<file path="src/rtl/router_destin_port_if.sv">
// router_destin_port_if: write-side and destination-side signals of one router output port
interface router_destin_port_if #(
  parameter int WIDTH = 8
);
  logic             write_enb;
  logic             lfd_state;
  logic [WIDTH-1:0] data_in;
  logic             read_enb;
  logic [WIDTH-1:0] data_out;
  logic             valid_out;
  logic             full;
  logic             soft_reset;
  logic             pkt_done;
  modport master (
    output write_enb, lfd_state, data_in, read_enb,
    input  data_out, valid_out, full, soft_reset, pkt_done
  );
  modport slave (
    input  write_enb, lfd_state, data_in, read_enb,
    output data_out, valid_out, full, soft_reset, pkt_done
  );
endinterface

</file>
<file path="src/rtl/router_destin_port.sv">
// router_destin_port: per-destination FIFO with packet tracking and unread-timeout self flush
module router_destin_port #(
  parameter int WIDTH   = 8,
  parameter int DEPTH   = 16,
  parameter int TIMEOUT = 30
) (
  input logic                clk,
  input logic                resetn,
  router_destin_port_if.slave bus
);
  localparam int AW = $clog2(DEPTH);
  localparam int TW = $clog2(TIMEOUT) + 1;
  logic [WIDTH:0]   mem [DEPTH];
  logic [AW:0]      wptr_q, wptr_d, rptr_q, rptr_d;
  logic [WIDTH-1:0] dout_q, dout_d;
  logic [6:0]       cnt_q, cnt_d;
  logic [TW-1:0]    to_q, to_d;
  logic             sr_q, sr_d, pd_q, pd_d;
  logic             empty, full, we, re, stall;
  logic [WIDTH:0]   ent;
  assign empty = wptr_q == rptr_q;
  assign full  = (wptr_q[AW] != rptr_q[AW]) && (wptr_q[AW-1:0] == rptr_q[AW-1:0]);
  // a pending flush swallows any access in the same cycle
  assign we    = bus.write_enb && !full && !sr_q;
  assign re    = bus.read_enb && !empty && !sr_q;
  assign stall = !empty && !bus.read_enb;
  assign ent   = mem[rptr_q[AW-1:0]];
  assign bus.data_out   = dout_q;
  assign bus.valid_out  = !empty;
  assign bus.full       = full;
  assign bus.soft_reset = sr_q;
  assign bus.pkt_done   = pd_q;
  // next state: pointers, read data, packet length tracking, unread timeout
  always_comb begin
    wptr_d = we ? wptr_q + 1'b1 : wptr_q;
    rptr_d = re ? rptr_q + 1'b1 : rptr_q;
    dout_d = re ? ent[WIDTH-1:0] : dout_q;
    cnt_d  = !re ? cnt_q :
             ent[WIDTH] ? 7'(ent[WIDTH-1:2]) + 7'd1 :
             (cnt_q != 7'd0) ? cnt_q - 7'd1 : cnt_q;
    pd_d   = re && !ent[WIDTH] && cnt_q == 7'd1;
    to_d   = stall ? to_q + 1'b1 : '0;
    sr_d   = stall && to_d == TW'(TIMEOUT - 1);
  end
  // FIFO storage; contents need no reset since the pointers define validity
  always_ff @(posedge clk) begin
    if (resetn && we) mem[wptr_q[AW-1:0]] <= {bus.lfd_state, bus.data_in};
  end
  // state registers; hard reset and the post-timeout flush clear the same state
  always_ff @(posedge clk) begin
    if (!resetn || sr_q) begin
      wptr_q <= '0;
      rptr_q <= '0;
      dout_q <= '0;
      cnt_q  <= '0;
      to_q   <= '0;
      sr_q   <= 1'b0;
      pd_q   <= 1'b0;
    end else begin
      wptr_q <= wptr_d;
      rptr_q <= rptr_d;
      dout_q <= dout_d;
      cnt_q  <= cnt_d;
      to_q   <= to_d;
      sr_q   <= sr_d;
      pd_q   <= pd_d;
    end
  end
endmodule

</file>
<file path="src/flat_wrapper.sv">
// flat-port wrapper written by rule: the top's interface ports become plain ports
module router_destin_port_flat 
#(
  parameter int WIDTH   = 8,
  parameter int DEPTH   = 16,
  parameter int TIMEOUT = 30
)
  (clk, resetn, bus_write_enb, bus_lfd_state, bus_data_in, bus_read_enb, bus_data_out, bus_valid_out, bus_full, bus_soft_reset, bus_pkt_done);
  router_destin_port_if #(.WIDTH(WIDTH)) bus_i ();
  input logic clk;
  input logic resetn;
  input wire logic [$bits(bus_i.write_enb)-1:0] bus_write_enb;
  input wire logic [$bits(bus_i.lfd_state)-1:0] bus_lfd_state;
  input wire logic [$bits(bus_i.data_in)-1:0] bus_data_in;
  input wire logic [$bits(bus_i.read_enb)-1:0] bus_read_enb;
  output wire logic [$bits(bus_i.data_out)-1:0] bus_data_out;
  output wire logic [$bits(bus_i.valid_out)-1:0] bus_valid_out;
  output wire logic [$bits(bus_i.full)-1:0] bus_full;
  output wire logic [$bits(bus_i.soft_reset)-1:0] bus_soft_reset;
  output wire logic [$bits(bus_i.pkt_done)-1:0] bus_pkt_done;
  assign bus_i.write_enb = bus_write_enb;
  assign bus_i.lfd_state = bus_lfd_state;
  assign bus_i.data_in = bus_data_in;
  assign bus_i.read_enb = bus_read_enb;
  assign bus_data_out = bus_i.data_out;
  assign bus_valid_out = bus_i.valid_out;
  assign bus_full = bus_i.full;
  assign bus_soft_reset = bus_i.soft_reset;
  assign bus_pkt_done = bus_i.pkt_done;
  router_destin_port #(.WIDTH(WIDTH), .DEPTH(DEPTH), .TIMEOUT(TIMEOUT)) u_core (.clk(clk), .resetn(resetn), .bus(bus_i));
endmodule
</file>
<file path="config.mk">
export PLATFORM = sky130hd
export DESIGN_NAME = router_destin_port_flat
export DESIGN_NICKNAME = d
export VERILOG_FILES = /design/src/rtl/router_destin_port_if.sv /design/src/rtl/router_destin_port.sv /design/src/flat_wrapper.sv
export SDC_FILE = /design/constraint.sdc
export NUM_CORES = 1
export LEC_CHECK = 0
export BUFFER_PORTS_ARGS = -buffer_cell sky130_fd_sc_hd__buf_2
export CORE_ASPECT_RATIO = 0.6
export CORE_MARGIN = 1.5
export CORE_UTILIZATION = 55
export DETAILED_ROUTE_END_ITERATION = 16
export PLACE_DENSITY = 0.75
export RECOVER_POWER = 100
export SYNTH_ARGS = -nofsm -noshare
export SYNTH_HDL_FRONTEND = slang
export SYNTH_SLANG_ARGS = --single-unit
</file>
<file path="constraint.sdc">
create_clock -name clk -period 2.4 [get_ports clk]
set_input_delay 0.48 -clock clk [delete_from_list [all_inputs] [get_ports clk]]
set_output_delay 0.48 -clock clk [all_outputs]
set_load 0.05 [all_outputs]
</file>
After elaboration in Yosys (flattened, before gate mapping)

Memory sizes are Yosys's and may differ from the RTL's. A register that Yosys moved wholly into a read port is not among the register bits.
Index checks and enable logic that the tools add are counted.

Register bits: 33
RAM bits: 144
Word-level logic and storage cells: 45
Memories kept: 1

Add/sub/neg operators: 5
Equal/unequal tests: 5
Mux-type cells: 7
Reduce and logical (&&, ||, !) cells: 20

Memory list:

| name       | depth | width | read ports | clocked after memory_dff | write ports | RTL line                 | text |
|---|---|---|---|---|---|---|---|
| u_core.mem | 16    | 9     | 1          | 1                        | 1           | router_destin_port.sv:13 | `logic [WIDTH:0] mem [DEPTH];` |

Operators with widths:

| operator                                                            | count |
|---|---|
| 7-bit two-way mux                                                   | 2 |
| 5-bit by 1-bit adder with 5-bit output (second input constant)      | 2 |
| 1-bit logical AND                                                   | 10 |
| 4-bit two-way mux                                                   | 2 |
| 6-bit by 1-bit adder with 7-bit output (second input constant)      | 1 |
| 7-bit by 1-bit == test with 1-bit output (second input constant)    | 1 |
| 7-bit nonzero test                                                  | 1 |
| 7-bit by 1-bit subtractor with 7-bit output (second input constant) | 1 |
| 6-bit by 1-bit adder with 6-bit output (second input constant)      | 1 |
| 6-bit by 5-bit == test with 1-bit output (second input constant)    | 1 |
| 1-bit zero test                                                     | 6 |
| 6-bit two-way mux                                                   | 1 |
| 5-bit == test                                                       | 1 |
| 4-bit == test                                                       | 1 |
| 1-bit two-way mux                                                   | 2 |
| 2-bit AND reduction                                                 | 1 |
| 2-bit nonzero test                                                  | 1 |
| 1-bit logical OR                                                    | 1 |
| 1-bit inequality test                                               | 1 |

Logic depth before layout (Yosys ltp)

Gate-level depths: netlist of the first run.

Word-level depth: 8
Mapped depth: 9
Depth with buffers taken out: 8

Worst setup path after synthesis of the first run

Ideal clock, no wire load.

Kind: register -> register
From: reg with a tool-made name
To: reg u_core.cnt_q[2]
Data arrival time: 2.341 ns
Setup slack: -0.073 ns
Cell stages (with the launch flop): 10
Buffers on the path: 2
Clock period less this slack: 2.473 ns
Cells stage by stage: dfxtp_1 buf_2 buf_2 mux4_2 a22oi_1 nand2_1 ha_1 xor2_1 a22oi_1 a21oi_1

RTL lines:

| element              | RTL line                 | text |
|---|---|---|
| to (signal assigned) | router_destin_port.sv:63 | `cnt_q <= cnt_d;` |
| to (decl)            | router_destin_port.sv:16 | `logic [6:0] cnt_q, cnt_d;` |

==> results of run 1 <==
==> cells in the final DEF (no fill, tap or decap), drive strengths merged, types with 3 or more instances in the layout <==
cell type	instances
mux2i	11
nand4	5
edfxtp	144
nand2	20
ha	9
dfxtp	37
nand2b	5
buf	30
o21ai	6
nor2b	4
xor2	10
mux4	39
nand3	8
nor2	50
a22oi	13
and2	3
inv	8
clkinv	4
a31oi	3
nor3	8
xnor2	10
a21oi	8
clkbuf	72
==> cell families after synthesis <==
| family | after synthesis |
|---|---|
| compound gates | 45 |
| xor+xnor | 20 |
| fa+ha+maj | 9 |
| buf+inv | 25 |
| flops | 181 |
| mux | 52 |
| simple gates | 115 |
==> worst max-delay path, delay by kind of cell, from the launching register on <==
family	cells	cell delay, ns
simple gates	2	0.29
mux	2	0.91
compound gates	2	0.26
buf+inv	1	0.19
flops	1	0.58
==> cells in the mapped netlist, drive strengths merged (2+ instances only) <==
master,number
buf,10
a21boi,2
a211oi,2
a21oi,8
inv,6
nand2,20
and2,3
or3,2
o21a,2
edfxtp,144
nand2b,5
ha,9
nor2b,4
a22oi,13
a31oi,3
nand3,8
clkbuf,9
dfxtp,37
nor2,50
xor2,10
a21o,2
mux4,39
mux2,2
nand4,5
o21ai,6
nor3,8
xnor2,10
mux2i,11
nor3b,2
==> layer usage <==
layer  global-route usage  part of all wire  vias to the layer above
met3               0.0594             0.087                       24
li1                     -                 -                     1896
met4               0.0728             0.014                        0
met1                0.357              0.46                     2205
met2                0.348              0.44                      202
met5                    0                 0                        -
==> power breakdown <==
part / internal, mW / switching (mW) / total (mW)
logic: 0.586 / 0.759 / 1.34
registers: 3.47 / 0.0811 / 3.55
clock network: 1.50 / 1.12 / 2.63
total: 5.56 / 1.96 / 7.52
==> flip-flops by register name, summed over array words and instances, names as in the netlist, named ones only <==
name / cells
u_core.mem: 144
u_core.bus.data_out: 8
u_core.cnt_q: 7
u_core.to_q: 6
u_core.rptr_q: 5
u_core.wptr_q: 5
u_core.bus.pkt_done: 1
u_core.bus.soft_reset: 1
==> worst max path at each step <==
stage,slack (ns),endpoint,depth (start not counted)
final,0.11,u_core.cnt_q[0]$_SDFFE_PP0P_,7
after global routing,0.003,u_core.cnt_q[2]$_SDFFE_PP0P_,8
after CTS,0.04,u_core.cnt_q[1]$_SDFFE_PP0P_,6
after detailed placement,0.07,u_core.cnt_q[1]$_SDFFE_PP0P_,6
after global placement,0.12,u_core.cnt_q[5]$_SDFFE_PP0P_,6
after floorplan,0.004,u_core.cnt_q[2]$_SDFFE_PP0P_,9
==> metrics by stage <==
step / power (mW) / instance area (sq um) / hold WS (ns) / util / worst slack [ns]
5_1_grt: 7.81 / 8500 / 0.541 / 0.657 / 0.00324
4_1_cts: 7.57 / 8590 / 0.426 / 0.664 / 0.0363
6_report: 7.52 / 8500 / 0.506 / 0.657 / 0.110
3_5_place_dp: 4.97 / 8030 / 0.480 / 0.621 / 0.0701
3_3_place_gp: 4.92 / 8030 / 0.467 / 0.621 / 0.121
2_1_floorplan: 4.57 / 7370 / 0.450 / - / 0.00442
==> area by class of cell <==
class	count	area (sq um)	share of cell area
clock buffer	25	518	0.0609
clock inverter	7	42.5	0.00500
inverter	6	22.5	0.00265
multi-input combinational	241	2190	0.258
sequential	181	5070	0.596
tap	170	213	0.0250
timing repair buffer	77	445	0.0524
==> flow_summary.yaml, run 1 <==
run_status:
  status: "complete, no violations"
routing:
  avgViaCountPerCell: 6.12
  vias: 4327
  ant_nets: 0
  drc: 0
  wl_mm: 15.7
  wire_per_inst_microns: 22.3
  drt_iter0_markers: 397
  dr.pass1.iters: 5
final_layout:
  drive_gt1_frac: 0.242
  syn2layout_area_growth_pct: 15.4
  diodes: 0
  fillers: 907
  final_cells: 707
  final_nets: 546
sta:
  slew_headroom: 0.515
  fin_crit_ns: 2.29
  hold_violations: 0
  max_slew.worst_pin.slew_ns: 0.728
  fmax_ghz: 0.437
  rsz0062_at_grt: "no"
  timing.setup.tns_ns: 0
  fin_crit_sh: 0.954
  maxSlewViolCount: 0
  setup_violations: 0
  skew_ns: 0.00762
synthesis:
  syn_area_per_cell_sq_um: 16.5
  synth-adder-area-share: 0.0153
  synth_area_sq_um: 7360
  synth_top_family_by_area: "multiplexers"
  synth_compound_area_frac: 0.0462
  ys_warn_count: 0
  syn_inst: 447
  synth-simple-area-share: 0.0736
  synth_top_area_frac: 0.587
  synthesis.nets: 469
  synthXorXnorAreaFrac: 0.0238
  synthArstFlopShare: 0
  synth_ff_type: "edfxtp_1"
  synth_cell_type_count: 51
  yosysSeqAreaShare: 0.688
  synth_area_leaders: "edfxtp_1, mux4_2, dfxtp_1"
  ys_ff_latch: 181
  yosysTopAreaCell: "edfxtp_1"
  synth_mux_area_frac: 0.138
  synth_edf_count: 144
clock_tree:
  htree_num_levels: 4
  root_buffer: "clkbuf_16"
  cts_tree: "yes"
  insertion_delay_ns: 0.43
  post_cts_buffers: 0
  path_clk_slew_ns: 0.07
  hold_buffers: 0
  cts_resized: 0
  cts_sinks: 181
  clk_path_buf_depth: 2
  cts_buffers: 17
worst_setup_path:
  crit_type: "register to register"
  cp_slowest_stage_delay_ns: 0.58
  endpoint_kind: "register"
  rr_endpoint: "u_core.cnt_q[0]$_SDFFE_PP0P_"
  cp_common_cell: "mux4_2"
  reg2reg_depth: 7
  crit_path_cell_trace: "mux4_2 > mux4_2 > buf_4 > nor3_1 > a31oi_1 > o22a_1 > nor2_1"
  critical_path_arrival_ns: 2.66
  worstPathMaxFanout: 10
  critical_path.slowest_cell: "dfxtp_1"
  cp_data_required_time_ns: 2.77
  reg2reg_slack_ns: 0.11
  cp-start-kind: "register"
placement:
  port_buffers: 24
  dp_hpwl_mm: 10.8
  dp.cells: 675
  gp_congestion: 0.837
global_route:
  antenna_found_initial: 0
  grt_pass1_vias: 4236
  grt_use_total: 0.238
  grt_max_degree: 29
  grt_pass1_wl_mm: 24.4
  grt_overflow: 0
floorplan:
  die_h_microns: 92.6
  ios: 25
  rows: 32
  die_area_sq_um: 14100
  die_x_microns: 152
  core_sq_um: 12900
  initial_core_util: 0.569
hold_path:
  hold_class: "register to register"
  hold_depth: 2
  worstHoldStart: "u_core.cnt_q[6]$_SDFFE_PP0P_"
  worst_hold_path.endpoint: "u_core.cnt_q[6]$_SDFFE_PP0P_"
pwr:
  p_per_area_nw_per_um2: 885
  p_leak_nw: 2.89
  vdd_drop_max_v: 0.000536
run:
  maxCapViolations: 0
(Power assumes the default switching activity.)
==> inputs of run 2 (changes only) <==
--- a/config.mk
+++ b/config.mk
@@ -7,7 +7,6 @@
 export LEC_CHECK = 0
 export BUFFER_PORTS_ARGS = -buffer_cell sky130_fd_sc_hd__buf_2
 export CORE_ASPECT_RATIO = 0.6
-export CORE_MARGIN = 1.5
 export CORE_UTILIZATION = 55
 export DETAILED_ROUTE_END_ITERATION = 16
 export PLACE_DENSITY = 0.75
==> run 2 against run 1 <==
  * Cell area hardly changed
  * Sequential share of layout area hardly changed
  * Wire length is 0.42% higher
  * Hold slack better by 0.0049 ns
  * Non-clock buffer count stayed put
  * Via count is 0.72% lower
  * Largest power group unchanged
  * Final cell count stayed put
  * Flip-flop and latch count stayed put
  * Clock-buffer cell count is 3 lower
  * Die area is 1.7% lower
==> flow_summary.yaml, run 2 (synthesized netlist as in run 1, its figures left out) <==
sta:
  max_slew.worst_pin.slew_ns: 0.721
  fin_crit_ns: 2.30
  fmax_ghz: 0.435
  hold_violations: 0
  timing.setup.tns_ns: 0
  maxSlewViolCount: 0
  rsz0062_at_grt: "no"
  skew_ns: 0.0137
  slew_headroom: 0.519
  setup_violations: 0
  fin_crit_sh: 0.958
worst_setup_path:
  cp_data_required_time_ns: 2.72
  crit_end: "u_core.cnt_q[5]$_SDFFE_PP0P_"
  worstPathMaxFanout: 10
  critical_path_arrival_ns: 2.62
  reg2reg_slack_ns: 0.10
  reg2reg_depth: 6
  cp-start-kind: "register"
  endpoint_kind: "register"
  crit_type: "register to register"
  rr_endpoint: "u_core.cnt_q[5]$_SDFFE_PP0P_"
pwr:
  swShare: 0.264
  p_leak_nw: 2.84
  p_int_mw: 5.58
  clock_power_share: 0.354
  pwr-share-seq: 0.469
  combPwrFrac: 0.177
  power_switching_mw: 2.00
  vdd_drop_max_v: 0.000514
  p_per_area_nw_per_um2: 892
final_layout:
  largest_register_ffs: 144
  drive_gt1_frac: 0.218
  fillers: 883
  final_nets: 546
  syn2layout_area_growth_pct: 15.5
  diodes: 0
  final_common_cell: "edfxtp_1"
  final_core_util: 0.658
  final_cells: 707
  final_cell_mix: "edfxtp_1, nor2_1, clkbuf_1"
run:
  maxCapViolations: 0
clock_tree:
  insertion_delay_ns: 0.42
  htree_num_levels: 4
  clk_path_buf_depth: 2
  cts_tree: "yes"
  path_clk_slew_ns: 0.07
  cts_sinks: 181
  post_cts_buffers: 0
  root_buffer: "clkbuf_16"
  cts_buffers: 17
routing:
  dr.pass1.iters: 5
  vias: 4296
  ant_nets: 0
  drt_iter0_markers: 484
  wl_mm: 15.8
  avgViaCountPerCell: 6.08
  drc: 0
  wire_per_inst_microns: 22.4
global_route:
  grt_pass1_wl_mm: 24.2
  grt_use_total: 0.248
  grt_pass1_vias: 4168
  grt_max_degree: 26
  grt_overflow: 0
  antenna_found_initial: 0
placement:
  dp.cells: 675
  gp_congestion: 0.847
  dp_hpwl_mm: 10.9
  port_buffers: 24
floorplan:
  die_x_microns: 151
  die_h_microns: 91.6
  die_area_sq_um: 13900
  ios: 25
  rows: 32
  initial_core_util: 0.569
  core_sq_um: 12900
hold_path:
  hold_class: "register to register"
  worstHoldStart: "u_core.cnt_q[6]$_SDFFE_PP0P_"
run_status:
  status: "complete, no violations"
-- run 2: changes by cell type in the layout (fill, tap and decap cells not counted), sizes merged --
cell,previous run,this run
clkinvlp,1,0
buf,30,26
clkbuf,72,73
clkinv,4,5
inv,8,11
-- run 2: metal layers --
metal  GRT usage  vias to the layer above  wire length (microns)
met3      0.0637                       18                   1130
met5           0                        -                      0
met2       0.355                      185                   7250
met1       0.370                     2188                   7220
met4      0.0858                        0                    199
li1            -                     1905                      -
-- run 2: power groups by stage --
| stage | logic [mW] | registers, mW | clock network, mW |
|---|---|---|---|
| floorplan | 0.901 | 3.67 | 0 |
| detailed placement | 1.36 | 3.62 | 0 |
| global route | 1.45 | 3.56 | 2.85 |
| finish | 1.34 | 3.55 | 2.69 |
| CTS | 1.36 | 3.55 | 2.73 |
| global placement | 1.32 | 3.61 | 0 |
-- run 2: metrics by stage --
step | setup WS, ns | cell area (sq um) | power [mW] | hold slack (ns)
6_report | 0.101 | 8500 | 7.58 | 0.511
5_1_grt | 0.0135 | 8500 | 7.86 | 0.529
4_1_cts | 0.0383 | 8630 | 7.64 | 0.426
3_5_place_dp | 0.0513 | 8050 | 4.97 | 0.488
3_3_place_gp | 0.111 | 8050 | 4.93 | 0.467
2_1_floorplan | 0.00442 | 7370 | 4.57 | 0.450
-- run 2: worst min path at each step --
| stage | cells after the start | to | slack (ns) |
|---|---|---|---|
| 2_1_floorplan | 2 | u_core.cnt_q[6]$_SDFFE_PP0P_ | 0.45 |
| 3_3_place_gp | 2 | u_core.cnt_q[6]$_SDFFE_PP0P_ | 0.47 |
| 3_5_place_dp | 1 | u_core.to_q[0]$_SDFF_PP0_ | 0.49 |
| 4_1_cts | 1 | u_core.mem[9][0]$_DFFE_PP_ | 0.43 |
| 5_1_grt | 1 | u_core.to_q[0]$_SDFF_PP0_ | 0.53 |
| 6_report | 2 | u_core.cnt_q[6]$_SDFFE_PP0P_ | 0.51 |
-- run 2: timing repair --
item,CTS,global route
hold buffers,0,0
setup endpoints to repair,0,15
resized for setup,0,4
-- run 2: layout make-up --
class / instances / area (sq um) / area share
clock inverters: 10 / 80.1 / 0.00942
flip-flops and latches: 181 / 5070 / 0.596
multi-input cells: 241 / 2180 / 0.257
well taps: 170 / 213 / 0.0250
clock buffers: 22 / 507 / 0.0596
inverters: 6 / 22.5 / 0.00265
repair buffers: 77 / 427 / 0.0502
-- run 2: critical path, stage by stage, from the launching register on --
cell	delay, ns
dfxtp_1	0.58
mux4_2	0.39
mux4_2	0.52
o2111a_1	0.24
a21boi_4	0.17
a221oi_2	0.23
nand2_1	0.07
